<file path="src/rtl/phased_pkg.sv">
// phased_pkg: shared state encoding, limits and defaults for the phased burst generator.
package phased_pkg;

   typedef enum logic {IDLE, RUN} state_t;

   localparam int MIN_PER   = 2;
   localparam int DEF_N_CH  = 8;
   localparam int DEF_DLY_W = 8;
   localparam int DEF_PER_W = 16;

   function automatic int delay_width(input int dly_w, input int n_ch);
      return dly_w + $clog2(n_ch);
   endfunction

endpackage

</file>
<file path="src/rtl/phased_burst_gen_ch.sv">
// phased_ch: one transducer channel with delay countdown, phase counter and pulse counter.
// z is registered from the next-cycle counter values so it lines up with the counters.
module phased_ch
   import phased_pkg::*;
#(
   parameter int DW    = 11,
   parameter int PER_W = DEF_PER_W
) (
   input  logic             sys_clk,
   input  logic             sys_rstn,
   input  logic             run,
   input  logic             load,
   input  logic             mask,
   input  logic [DW-1:0]    delay,
   input  logic [PER_W-1:0] period,
   input  logic [PER_W-1:0] high,
   input  logic [7:0]       burst_len,
   output logic             z,
   output logic             ch_done
);

   logic [DW-1:0]    dly, dly_s;
   logic [PER_W-1:0] ph, ph_s;
   logic [7:0]       pc, pc_s;
   logic             fin, fin_s, wrap;

   always_comb begin
      wrap  = dly == '0 && !fin && ph == period - 1'b1;
      dly_s = load ? delay : dly != '0 ? dly - 1'b1 : dly;
      ph_s  = load ? '0 : (dly != '0 || fin) ? ph : wrap ? '0 : ph + 1'b1;
      pc_s  = load ? '0 : wrap ? pc + 8'd1 : pc;
      fin_s = load ? 1'b0 : fin || (wrap && burst_len != 8'd0 && pc + 8'd1 == burst_len);
   end

   assign ch_done = fin_s;

   always_ff @(posedge sys_clk) begin
      if (sys_rstn || !run) begin
         dly <= '0;
         ph  <= '0;
         pc  <= '0;
         fin <= 1'b0;
         z   <= 1'b0;
      end else begin
         dly <= dly_s;
         ph  <= ph_s;
         pc  <= pc_s;
         fin <= fin_s;
         z   <= mask && dly_s == '0 && !fin_s && ph_s < high;
      end
   end

endmodule

</file>
<file path="src/rtl/phased_burst_gen.sv">
// phased_burst_gen: steered multi-channel pulse burst generator with per-channel delay.
// Optional PHASED_CH_MASK_EN adds a ch_mask input latched at start.
module phased_burst_gen
   import phased_pkg::*;
#(
   parameter int N_CH  = DEF_N_CH,
   parameter int DLY_W = DEF_DLY_W,
   parameter int PER_W = DEF_PER_W
) (
   input  logic             sys_clk,
   input  logic             sys_rstn,
   input  logic             start,
   input  logic             en,
   input  logic [DLY_W-1:0] step,
   input  logic             dir,
   input  logic [PER_W-1:0] period,
   input  logic [PER_W-1:0] high,
   input  logic [7:0]       burst_len,
   output logic [N_CH-1:0]  z,
   output logic             busy,
   output logic             done,
   output logic             cfg_err
`ifdef PHASED_CH_MASK_EN
   ,
   input  logic [N_CH-1:0]  ch_mask
`endif
);

   localparam int DW = delay_width(DLY_W, N_CH);

   state_t           state, state_n;
   logic [DLY_W-1:0] step_q, step_c;
   logic             dir_q, dir_c;
   logic [PER_W-1:0] per_q, per_c, high_q, high_c;
   logic [7:0]       bl_q, bl_c;
   logic [N_CH-1:0]  mask_c, ch_done;
   logic             ok, acc, rej, run, done_n;

   assign ok  = start && en && period >= PER_W'(MIN_PER);
   assign acc = state == IDLE && ok;
   assign rej = state == IDLE && start && !ok;

   // Channels load in the accepting cycle, so they see the incoming config directly.
   assign step_c = acc ? step : step_q;
   assign dir_c  = acc ? dir : dir_q;
   assign per_c  = acc ? period : per_q;
   assign high_c = acc ? high : high_q;
   assign bl_c   = acc ? burst_len : bl_q;

`ifdef PHASED_CH_MASK_EN
   logic [N_CH-1:0] mask_q;
   always_ff @(posedge sys_clk) begin
      mask_q <= sys_rstn ? '1 : acc ? ch_mask : mask_q;
   end
   assign mask_c = acc ? ch_mask : mask_q;
`else
   assign mask_c = '1;
`endif

   always_comb begin
      state_n = state;
      done_n  = 1'b0;
      if (state == IDLE) state_n = acc ? RUN : IDLE;
      else if (!en) state_n = IDLE;
      else if (&ch_done) begin
         state_n = IDLE;
         done_n  = 1'b1;
      end
   end

   assign run  = state_n == RUN;
   assign busy = state == RUN;

   always_ff @(posedge sys_clk) begin
      if (sys_rstn) begin
         state   <= IDLE;
         done    <= 1'b0;
         cfg_err <= 1'b0;
         step_q  <= '0;
         dir_q   <= 1'b0;
         per_q   <= '0;
         high_q  <= '0;
         bl_q    <= '0;
      end else begin
         state   <= state_n;
         done    <= done_n;
         cfg_err <= rej;
         if (acc) begin
            step_q <= step;
            dir_q  <= dir;
            per_q  <= period;
            high_q <= high;
            bl_q   <= burst_len;
         end
      end
   end

   for (genvar i = 0; i < N_CH; i++) begin : g_ch
      logic [DW-1:0] delay;
      assign delay = (dir_c ? DW'(N_CH - 1 - i) : DW'(i)) * DW'(step_c);
      phased_ch #(.DW(DW), .PER_W(PER_W)) u_ch (
         .sys_clk   (sys_clk),
         .sys_rstn  (sys_rstn),
         .run       (run),
         .load      (acc),
         .mask      (mask_c[i]),
         .delay     (delay),
         .period    (per_c),
         .high      (high_c),
         .burst_len (bl_c),
         .z         (z[i]),
         .ch_done   (ch_done[i])
      );
   end

endmodule

</file>
<file path="config.mk">
export PLATFORM = sky130hd
export DESIGN_NAME = phased_burst_gen
export DESIGN_NICKNAME = d
export VERILOG_FILES = /design/src/rtl/phased_pkg.sv /design/src/rtl/phased_burst_gen_ch.sv /design/src/rtl/phased_burst_gen.sv
export SDC_FILE = /design/constraint.sdc
export NUM_CORES = 1
export LEC_CHECK = 0
export ABC_AREA = 1
export CORE_ASPECT_RATIO = 0.8
export CORE_MARGIN = 2
export CORE_UTILIZATION = 55
export DETAILED_ROUTE_END_ITERATION = 10
export PLACE_DENSITY = 0.72
export SETUP_SLACK_MARGIN = 0.3
export SYNTH_ARGS = -nofsm -noshare
export SYNTH_HDL_FRONTEND = slang
export SYNTH_SLANG_ARGS = --single-unit
</file>
<file path="constraint.sdc">
create_clock -name sys_clk -period 8.1 [get_ports sys_clk]
set_input_delay 1.62 -clock sys_clk [delete_from_list [all_inputs] [get_ports sys_clk]]
set_output_delay 1.62 -clock sys_clk [all_outputs]
set_load 0.02 [all_outputs]
</file>
==> metrics.md, run 1 <==
| Metric | Value |
|---|---|
| Pwr/cell area | 194.4 nW/um^2 |
| Hold EP | g_ch[2].u_ch.pc[7]$_SDFFE_PP0P_ |
| Core area | 51200 sq um |
| FF-to-FF setup slack | 1.95 ns |
| Sum of negative setup slack | 0 ns |
| Initial core utilization | 55.84% |
| Synth Area in XOR/XNOR | 8.117% |
| Most frequent cells in the layout | nand2_1 (895), inv_1 (529), nor2_1 (478), dfxtp_1 (348), a21oi_1 (304) |
| Synthesized cell area | 28590 sq um |
| I/O pins | 64 |
| Max Clock Skew | 0.02042 ns |
| Leakage power | 14.51 nW |
| Post-synthesis cell count | 4196 |
| Async SR Flop Fraction | 0% |
| Fin cells | 4966 |
| # nets final | 4574 |
| Max rail drop VDD | 0.1458 mV |
| Crit-path max FO | 24 |
| Clock buffer depth | 3 |
| Leading area contributor after synthesis | dfxtp_1 |
| H-tree levels | 2 |
| Die Wd | 258.9 um |
| Reg2reg end | g_ch[3].u_ch.z$_SDFF_PP0_ |
| Global-route wire length before repair | 140.7 mm |
| YS warnings | 0 |
| Most Frequent Cell on Critical Path | nand2_1 |
| WP data required | 8.60 ns |
| Inserted Clock Buffers | 41 |
| P&R area growth vs syn | 9.802% |
| CP max stage delay | 0.44 ns |
| Worst hold start | g_ch[2].u_ch.pc[7]$_SDFFE_PP0P_ |
| CP Capture Type | flop |
| Clock latency on the worst-skew pair | 0.59 ns |
| Worst slew pin tran | 1.082 ns |
| Max cap viols | 0 |
| CP max-delay cell | clkdlybuf4s50_1 |
| Buffers on Ports | 63 |
| Total number of vias | 28030 |
| Simple-gate portion of the synthesized area | 30.72% |
| Commonest non-fill, non-tap cell in the layout | nand2_1 |
| Final instance area | 31400 sq um |
| Layout cells sized above 1 | 6.821% |
| Worst Hold Depth | 2 |
| Register area share after synthesis | 24.37% |
| Post-synthesis compound-gate area fraction | 12.99% |
| Final hold vios | 0 |
| Most used DFF post-synth | dfxtp_1 |
| R2R depth | 30 |
| Clock Pin Slew Worst Setup and Hold Paths | 0.06 ns |
| Routability congestion estimate | 1.038 |
| GRT Total Usage | 33.21% |
| CTS resizes | 0 |
| Initial drt markers | 2859 |
| Synth Area per Inst | 6.814 sq um |
| Die area | 53840 sq um |
| Startpoint Class | input pin |
| Final WL | 91.14 mm |
| Multi-input combinational cell area | 18900 sq um |
| Fill cells | 4865 |
| Mux share of post-synthesis cell area | 0.9015% |
| Row count | 74 |
| Chip Height | 207.9 um |
| Post-DP HPWL | 68.27 mm |
| Final min period | 7.211 ns |
| CTS tree | built |
| DRC violations left | 0 |
| Number of global-route vias before repair | 25080 |
| Reg area | 6967 sq um |
| Post-layout util | 61.32% |
| Post-placement cell area | 30000 sq um |
| Post-synth EDFFs | 0 |
| Worst min-delay path class | reg2reg |
| Hold Buf Count CTS | 0 |
| Routed Antenna Nets | 0 |
| Pins Over Slew Limit | 0 |
| Placed insts | 4893 |
| Max frequency | 138.7 MHz |
| Initial antenna violation count | 1 |
| Setup CP Type | in2reg |
| DRT Pass-1 Iters | 6 |
| Post-Synth Adder-Cell Area | 13.19% |
| Final setup fails | 0 |
| Root buf cell | clkbuf_16 |
| CTS sink cnt | 348 |
| Post-synth top area share | 24.37% |
| Gr ovfl total | 0 |
| Crit share post-route | 89.02% |
| Setup Fix Bufs, Post-CTS | 0 |
| DR vias/cell | 5.645 |
| Count of cell types in the netlist | 70 |
| Largest family of logic cells by synthesized area | simple AND/OR/NAND/NOR gates |
| Worst EP arrival | 7.71 ns |
| Synth Register Bits | 348 |
| Largest net degree at the start of global routing | 112 |
| Synth top area cells | dfxtp_1 (24%), nand2_1 (12%), ha_1 (9.4%), inv_1 (7.0%), nor2_1 (6.3%) |
| Avg WL per Cell | 18.35 um |
| Outcome | finished, final reports clean |
| RSZ-0062 raised after global routing | false |
| Origin of the critical flop-to-flop path | busy$_SDFF_PP0_ |
| Slew HR | 27.59% |
-- worst max-delay path by stage --
stage                     from                        end  slack, ns  depth (start not counted)
global route        period[14]  g_ch[7].u_ch.z$_SDFF_PP0_       0.39                         37
CTS                 period[14]  g_ch[7].u_ch.z$_SDFF_PP0_       0.98                         37
global placement    period[14]  g_ch[7].u_ch.z$_SDFF_PP0_       0.60                         37
floorplan            period[2]  g_ch[2].u_ch.z$_SDFF_PP0_       0.48                         29
finish              period[14]  g_ch[3].u_ch.z$_SDFF_PP0_       0.89                         34
detailed placement  period[14]  g_ch[7].u_ch.z$_SDFF_PP0_       0.37                         37
-- critical path: cells and delay by family --
kind	cells	cell delay (ns)
compound gates	4	0.65
buf+inv	5	1.18
fa+ha+maj	1	0.32
simple gates	24	3.92
-- state kept, by name, summed over array words and instances (netlist names) --
| register | count |
|---|---|
| busy | 1 |
| high_q | 16 |
| g_ch.u_ch.dly | 88 |
| g_ch.u_ch.ph | 128 |
| bl_q | 8 |
| dir_q | 1 |
| g_ch.u_ch.fin | 8 |
| g_ch.u_ch.pc | 64 |
| g_ch.u_ch.z | 8 |
| cfg_err | 1 |
| step_q | 8 |
| per_q | 16 |
| done | 1 |
-- report_power, final --
| group | total (mW) | internal, mW | leakage (nW) | switching [mW] |
|---|---|---|---|---|
| Sequential | 1.82 | 1.77 | 2.81 | 0.0452 |
| Combinational | 2.32 | 0.763 | 11.0 | 1.55 |
| Clock | 1.97 | 1.18 | 0.689 | 0.790 |
-- cell families (layout without fill, tap and decap cells) --
group | Yosys count | count (layout)
adders and majority gates | 269 | 269
AOI/OAI and AO/OA | 634 | 634
buffers and inverters | 672 | 754
muxes | 25 | 25
and+or+nand+nor | 1982 | 1982
DFF | 348 | 348
xor gates and xnor gates | 265 | 265
other | 1 | 5
-- per-stage QoR --
step / setup WS (ns) / power, mW / hold slack [ns]
3_5_place_dp: 0.3721 / 4.106 / 0.4691
5_1_grt: 0.3949 / 6.448 / 0.4969
6_report: 0.8890 / 6.102 / 0.4749
4_1_cts: 0.9759 / 6.074 / 0.4782
2_1_floorplan: 0.4838 / 3.452 / 0.4512
3_3_place_gp: 0.5966 / 4.094 / 0.4640
-- layer usage --
layer  GRT usage, %  share of wire [%]
met5              0                  0
met4          11.72                3.4
met3          7.139                 10
met2          46.89                 39
met1          49.26                 47
-- cell usage after synthesis (24+ instances only) --
cell type	n
dfxtp_1	348
fa_1	54
or2_2	62
buf_2	25
a31oi_1	24
xnor2_1	68
nand2_1	896
nor3_1	75
a21oi_1	304
ha_1	215
nand2_2	30
xor2_1	197
nand3b_1	34
o21ai_0	114
a21boi_0	85
nand4_1	119
clkbuf_1	70
inv_1	530
nor2_1	481
nand3_1	188
nor4_1	37
-- cell type report --
class / count / share of cell area, %
Inverter: 538 / 6.432
Antenna cell: 1 / 0.007971
Clock inverter: 12 / 0.5301
Sequential cell: 348 / 22.19
Multi-Input combinational cell: 3179 / 60.19
Timing Repair Buffer: 144 / 4.009
Clock buffer: 60 / 3.918
Tap cell: 684 / 2.726
(Power assumes the default switching activity.)
==> inputs of run 2 (changes only) <==
--- a/config.mk
+++ b/config.mk
@@ -15,3 +15,4 @@
 export SYNTH_ARGS = -nofsm -noshare
 export SYNTH_HDL_FRONTEND = slang
 export SYNTH_SLANG_ARGS = --single-unit
+export TNS_END_PERCENT = 1
==> results of run 2 <==
No change in the layout: final DEF, timing and power equal those of run 1.
